$ cat config.mk
export PLATFORM = sky130hd
export DESIGN_NAME = car_layer_compositor
export DESIGN_NICKNAME = d
export VERILOG_FILES = /design/src/rtl/car_pkg.sv /design/src/rtl/crash_fsm.sv /design/src/rtl/car_layer_compositor.sv
export SDC_FILE = /design/constraint.sdc
export NUM_CORES = 1
export LEC_CHECK = 0
export ABC_AREA = 0
export ABC_CLOCK_PERIOD_IN_PS = 3600
export CAP_MARGIN = 25
export CORE_MARGIN = 2
export CORE_UTILIZATION = 35
export DETAILED_ROUTE_END_ITERATION = 8
export SLEW_MARGIN = 20
export SYNTH_ARGS = -nofsm -noshare
export SYNTH_HDL_FRONTEND = slang
export SYNTH_SLANG_ARGS = --single-unit
$ cat constraint.sdc
create_clock -name clk -period 3.6 [get_ports clk]
set_clock_uncertainty 0.15 [all_clocks]
set_input_delay 0.72 -clock clk [delete_from_list [all_inputs] [get_ports clk]]
set_output_delay 0.72 -clock clk [all_outputs]
set_load 0.02 [all_outputs]
$ cat src/rtl/car_pkg.sv
// Shared types and constants for the car sprite pipeline.
// Sprite modules and the layer compositor agree on the transparent color
// code and the crash/recover timing defined here.
package car_pkg;

  typedef logic [7:0] color_t;

  // Color code that every sprite module emits for a transparent pixel.
  localparam color_t MASK_VALUE = 8'h62;

  // Default lengths, in frames, of the crash and invulnerable recover phases.
  localparam logic [7:0] DEFAULT_CRASH_FRAMES   = 8'd60;
  localparam logic [7:0] DEFAULT_RECOVER_FRAMES = 8'd90;

  typedef enum logic [1:0] {
    DRIVE   = 2'd0,
    CRASH   = 2'd1,
    RECOVER = 2'd2
  } crash_state_t;

endpackage

$ cat src/rtl/crash_fsm.sv
// Crash sequencer: latches player/AI overlap per frame and steps through
// DRIVE -> CRASH -> RECOVER -> DRIVE, moving only on frame_start.
// The frame counter holds the number of frame_starts remaining in the
// current phase minus one. state and counter are exposed for the blink
// logic and for debug.
module crash_fsm
  import car_pkg::*;
#(
  parameter logic [7:0] CRASH_FRAMES   = DEFAULT_CRASH_FRAMES,
  parameter logic [7:0] RECOVER_FRAMES = DEFAULT_RECOVER_FRAMES
) (
  input  logic         clk,
  input  logic         resetN,
  input  logic         frame_start,
  input  logic         pixel_hit,
  output logic         crash_pulse,
  output logic         crash_active,
  output logic         recovering,
  output logic [7:0]   hit_count,
  output crash_state_t state,
  output logic [7:0]   counter
);

  crash_state_t r_state, w_next_state;
  logic [7:0]   r_counter, w_next_counter;
  logic         r_frame_hit, w_next_frame_hit;
  logic         w_declare;
  logic         w_hit_ok;
  logic         r_crash_pulse, r_crash_active, r_recovering;
  logic [7:0]   r_hit_count;
  logic         w_crash_active_d, w_recovering_d;
  logic [7:0]   w_hit_count_d;

  // Hits only count while driving; a hit on the frame_start cycle belongs
  // to the new frame, so the sticky flag is reloaded rather than cleared.
  assign w_hit_ok         = pixel_hit && (r_state == DRIVE);
  assign w_next_frame_hit = frame_start ? w_hit_ok : (r_frame_hit | w_hit_ok);

  // State register: state, frame counter and per-frame hit flag.
  always_ff @(posedge clk or negedge resetN) begin
    if (!resetN) begin
      r_state     <= DRIVE;
      r_counter   <= 8'd0;
      r_frame_hit <= 1'b0;
    end else begin
      r_state     <= w_next_state;
      r_counter   <= w_next_counter;
      r_frame_hit <= w_next_frame_hit;
    end
  end

  // Next-state logic: evaluated only at frame boundaries.
  always_comb begin
    w_next_state   = r_state;
    w_next_counter = r_counter;
    w_declare      = 1'b0;
    if (frame_start) begin
      case (r_state)
        DRIVE: begin
          if (r_frame_hit) begin
            w_next_state   = CRASH;
            w_next_counter = CRASH_FRAMES - 8'd1;
            w_declare      = 1'b1;
          end
        end
        CRASH: begin
          if (r_counter == 8'd0) begin
            w_next_state   = RECOVER;
            w_next_counter = RECOVER_FRAMES - 8'd1;
          end else begin
            w_next_counter = r_counter - 8'd1;
          end
        end
        RECOVER: begin
          if (r_counter == 8'd0) begin
            w_next_state = DRIVE;
          end else begin
            w_next_counter = r_counter - 8'd1;
          end
        end
        default: begin
          w_next_state   = DRIVE;
          w_next_counter = 8'd0;
        end
      endcase
    end
  end

  // Output logic: next values of the registered status outputs.
  always_comb begin
    w_crash_active_d = (w_next_state == CRASH);
    w_recovering_d   = (w_next_state == RECOVER);
    w_hit_count_d    = r_hit_count;
    if (w_declare && (r_hit_count != 8'hff)) begin
      w_hit_count_d = r_hit_count + 8'd1;
    end
  end

  // Output registers so every status output comes straight from a flop.
  always_ff @(posedge clk or negedge resetN) begin
    if (!resetN) begin
      r_crash_pulse  <= 1'b0;
      r_crash_active <= 1'b0;
      r_recovering   <= 1'b0;
      r_hit_count    <= 8'd0;
    end else begin
      r_crash_pulse  <= w_declare;
      r_crash_active <= w_crash_active_d;
      r_recovering   <= w_recovering_d;
      r_hit_count    <= w_hit_count_d;
    end
  end

  assign crash_pulse  = r_crash_pulse;
  assign crash_active = r_crash_active;
  assign recovering   = r_recovering;
  assign hit_count    = r_hit_count;
  assign state        = r_state;
  assign counter      = r_counter;

endmodule

$ cat src/rtl/car_layer_compositor.sv
// Car layer compositor: merges player and AI sprite colors over the road
// background by fixed priority (player, AI 0..NUM_AI-1, background) with a
// one-cycle registered latency, and feeds pixel-accurate player/AI overlap
// into the crash sequencer.
// Optional build macro COMPOSITOR_BLINK_EN: blinks the player sprite
// (4 frames off, 4 on, from counter bit 2) while recovering.
module car_layer_compositor
  import car_pkg::color_t, car_pkg::crash_state_t;
#(
  parameter int         NUM_AI         = 3,
  parameter color_t     MASK_VALUE     = car_pkg::MASK_VALUE,
  parameter logic [7:0] CRASH_FRAMES   = car_pkg::DEFAULT_CRASH_FRAMES,
  parameter logic [7:0] RECOVER_FRAMES = car_pkg::DEFAULT_RECOVER_FRAMES
) (
  input  logic                   clk,
  input  logic                   resetN,
  input  logic                   frame_start,
  input  logic                   pixel_valid,
  input  logic [7:0]             player_color,
  input  logic [NUM_AI-1:0][7:0] ai_color,
  input  logic [7:0]             bg_color,
  output logic [7:0]             out_color,
  output logic                   out_valid,
  output logic                   crash_pulse,
  output logic                   crash_active,
  output logic                   recovering,
  output logic [7:0]             hit_count
);

  color_t       w_player_eff;
  color_t       w_mux;
  logic         w_any_ai;
  logic         w_pixel_hit;
  crash_state_t w_state;
  logic [7:0]   w_counter;
  color_t       r_out_color;
  logic         r_out_valid;

`ifdef COMPOSITOR_BLINK_EN
  // Blinking is purely visual; hit detection still uses the raw player color.
  assign w_player_eff = ((w_state == car_pkg::RECOVER) && w_counter[2]) ? MASK_VALUE
                                                                         : player_color;
`else
  logic w_unused_fsm_dbg;
  assign w_player_eff     = player_color;
  assign w_unused_fsm_dbg = ^{w_state, w_counter};
`endif

  // Priority mux: scan AI from lowest to highest priority so index 0 wins,
  // then let a visible player override everything.
  always_comb begin
    w_mux    = bg_color;
    w_any_ai = 1'b0;
    for (int k = NUM_AI - 1; k >= 0; k--) begin
      if (ai_color[k] != MASK_VALUE) begin
        w_mux    = ai_color[k];
        w_any_ai = 1'b1;
      end
    end
    if (w_player_eff != MASK_VALUE) begin
      w_mux = w_player_eff;
    end
  end

  assign w_pixel_hit = pixel_valid && (player_color != MASK_VALUE) && w_any_ai;

  // Output stage: one cycle of latency, blank outside the visible area.
  always_ff @(posedge clk or negedge resetN) begin
    if (!resetN) begin
      r_out_color <= 8'h00;
      r_out_valid <= 1'b0;
    end else begin
      r_out_color <= pixel_valid ? w_mux : 8'h00;
      r_out_valid <= pixel_valid;
    end
  end

  assign out_color = r_out_color;
  assign out_valid = r_out_valid;

  crash_fsm #(
    .CRASH_FRAMES   (CRASH_FRAMES),
    .RECOVER_FRAMES (RECOVER_FRAMES)
  ) u_crash_fsm (
    .clk          (clk),
    .resetN       (resetN),
    .frame_start  (frame_start),
    .pixel_hit    (w_pixel_hit),
    .crash_pulse  (crash_pulse),
    .crash_active (crash_active),
    .recovering   (recovering),
    .hit_count    (hit_count),
    .state        (w_state),
    .counter      (w_counter)
  );

endmodule

==> impl_metrics.yaml <==
place:
  io_buffers: 63
  dp_cells: 340
  dp_hpwl_um: 4040
  finalWeightedCongestion: 0.762
  place_area_um2: 2710
clocking:
  post_cts_buffers: 0
  cts_tree: "built"
  clock_sinks: 31
  holdBufCountCts: 0
  clock_latency_ns: 0.28
  htreeDepth: 2
  clkSlewWorstSetupHoldPaths_ns: 0.07
  cts-buffers-inserted: 5
  post_cts_resized: 0
  clock-root-buffer: "clkbuf_8"
  clockBufferDepth: 2
timing:
  fin_crit_ns: 2.52
  setup_viol: 0
  finalHoldViolCount: 0
  rsz0062_at_grt: "false"
  maxSlewViolCount: 0
  worstMarginPinSlew_ns: 0.969
  fin_crit_sh_pct: 70.0
  final.setup.tns_ns: 0
  slew_headroom_pct: 35.1
  max_freq_mhz: 397
yosys:
  synthMuxAreaShare_pct: 1.04
  yosysTopAreaCell: "dfrtp_1"
  synth_ff_type: "dfrtp_1"
  ys_seq_elements: 31
  yosys.area_share.adder_pct: 1.84
  synth_edf_count: 0
  syn_area_um2: 2040
  synth_xor_area_share_pct: 3.01
  synth.distinct_cells: 63
  async_flop_share_pct: 100
  synth-compound-area-share_pct: 26.7
  netlist.area_leader.share_pct: 38.1
  ys_warn_count: 0
  synth.avg_cell_area_um2: 9.51
  synth_top_family_by_area: "compound AO/OA/AOI/OAI gates"
  syn_nets: 261
  synthesis.instances: 214
  yosys-top-cells-area: "dfrtp_1 38%, o21ai_0 3.9%, a211oi_1 3.3%"
  yosys.area_share.simple_pct: 24.6
  ys_seq_area_share_pct: 38.1
power_and_ir_drop:
  seqPwrFrac_pct: 43.8
  power_density_nw_per_um2: 383
  p_clk_share_pct: 24.7
  max-vdd-ir-drop_v: 0.000145
  p_sw_mw: 0.373
  p_int_mw: 0.698
  comb_power_share_pct: 31.5
  sw_frac_of_total_pct: 34.8
  power_mw: 1.07
  power_leakage_nw: 1.06
worst_setup_path:
  worstPathRequired_ns: 3.60
  crit_slowest_cell: "clkdlybuf4s50_1"
  crit_chain: "clkdlybuf4s50_1 > nor4b_1 > nand4_1 > a211oi_1 > a211oi_1"
  critical_path_class: "input pin to flop"
  crit_fanout: 12
  end_kind: "flop"
  max_stage_delay_ns: 0.51
  worstPathArrival_ns: 2.52
  critPathMostFrequentCell: "a211oi_1"
  cp-start-kind: "input pin"
route:
  vias_per_cell: 5.43
  via_count: 1890
  drt_iter0_markers: 83
  wl_per_cell_um: 15.0
  drt_first_pass_iters: 4
  postRouteAntennaNets: 0
  drc_errors: 0
  routed_wirelength_um: 5240
final_layout:
  finalNonFillerCells: 348
  n_fill_cell: 553
  antenna_cells: 0
  mostFrequentLayoutCells: "63 x clkdlybuf4s50_1, 31 x dfrtp_1, 18 x nor2_1, 16 x o21ai_0, 11 x a21oi_1"
  final_area_um2: 2800
  syn2layout_area_growth_pct: 37.4
  final_net_count: 322
  mostFrequentLayoutCell: "clkdlybuf4s50_1"
  drive_above_1_share_pct: 10.1
outcome:
  status: "completed"
die:
  rows: 27
  die_width_um: 80.3
  fp.coreArea_um2: 5570
  ioPinCount: 64
  die-area_um2: 6440
  start_util_pct: 36.5
  fp.dieH_um: 80.3
grt:
  grt_pass1_vias: 1921
  antenna_found_initial: 0
  grt_overflow: 0
  grt_pass1_wl_um: 8800
  grt_start_max_net_pins: 32
  grt_usage_pct: 17.5
flow_run:
  timing.max_cap.violations: 0
min_path:
  hold_path.class: "flop to flop"
[per-stage QoR]
step / util, % / hold WS, ns / worst slack (ns)
after detailed placement: 48.7 / 0.342 / 0.737
after global placement: 48.7 / 0.332 / 0.766
after CTS: 50.2 / 0.351 / 1.04
after global routing: 50.2 / 0.357 / 0.848
final: 50.2 / 0.338 / 1.08
after floorplan: - / 0.274 / 1.61
[Yosys cell counts (3+ instances only)]
cell,n
ha_1,3
a21oi_1,11
o31ai_1,5
o21ai_0,16
o21a_1,3
o211ai_1,3
nor3_1,5
nand3b_1,3
o221ai_1,3
nor2b_1,3
a31oi_1,3
nand4_1,4
xnor2_1,5
nand3_1,7
nand2_1,8
nor2_1,18
buf_2,3
and3_1,3
inv_1,10
dfrtp_1,31
a211oi_1,9
[kinds of logic (layout without fill, tap and decap cells)]
group / after synthesis / in the layout
AO/OA/AOI/OAI: 72 / 72
XOR/XNOR: 7 / 7
adder cells (fa/ha/maj): 3 / 3
buffers and inverters: 21 / 83
flip-flops: 31 / 31
multiplexers: 2 / 2
AND/OR/NAND/NOR: 78 / 78
[registers in the layout, indices dropped and copies added (netlist names)]
register,flops
out_color,8
u_crash_fsm.counter,8
u_crash_fsm.hit_count,8
u_crash_fsm.state,2
out_valid,1
u_crash_fsm.crash_active,1
u_crash_fsm.crash_pulse,1
u_crash_fsm.r_frame_hit,1
u_crash_fsm.recovering,1
[critical path: cells and delay by family]
| kind | cells | cell delay, ns |
|---|---|---|
| AND/OR/NAND/NOR | 2 | 0.80 |
| AO/OA/AOI/OAI | 2 | 0.50 |
| buffers and inverters | 1 | 0.51 |
[layer usage]
layer	up-vias	global-route usage, %	share of wire [%]
met4	0	4.07	1.3
li1	939	-	-
met2	50	30.8	49
met1	894	21.5	45
met3	7	4.04	4.6
met5	-	0	0
[cell type report]
type / count / area [um2] / area share, %
inverters: 10 / 37.5 / 1.34
clock inverters: 2 / 12.5 / 0.447
flip-flops and latches: 31 / 776 / 27.7
repair buffers: 65 / 646 / 23.1
multi-input cells: 162 / 1160 / 41.6
well taps: 72 / 90.1 / 3.22
clock buffers: 6 / 72.6 / 2.59
[worst paths after layout]
check	slack (ns)	depth (start not counted)	to	from
hold reg to reg	0.34	1	u_crash_fsm.hit_count[7]$_DFFE_PN0P_	u_crash_fsm.hit_count[7]$_DFFE_PN0P_
max in group asynchronous	2.32	2	u_crash_fsm.counter[3]$_DFFE_PN0P_	resetN
hold / removal	0.34	1	u_crash_fsm.hit_count[7]$_DFFE_PN0P_	u_crash_fsm.hit_count[7]$_DFFE_PN0P_
setup / recovery	1.08	5	out_color[5]$_DFF_PN0_	player_color[5]
min in group asynchronous	0.69	2	u_crash_fsm.hit_count[2]$_DFFE_PN0P_	resetN
setup reg to reg	1.23	6	u_crash_fsm.counter[2]$_DFFE_PN0P_	u_crash_fsm.counter[0]$_DFFE_PN0P_
[power groups by stage]
stage	clock (mW)	combinational, mW	sequential (mW)
finish	0.265	0.337	0.468
global route	0.293	0.378	0.478
CTS	0.271	0.340	0.467
detailed placement	0	0.337	0.474
global placement	0	0.332	0.473
floorplan	0	0.225	0.456
No activity file was read; power rests on OpenSTA's default activity.
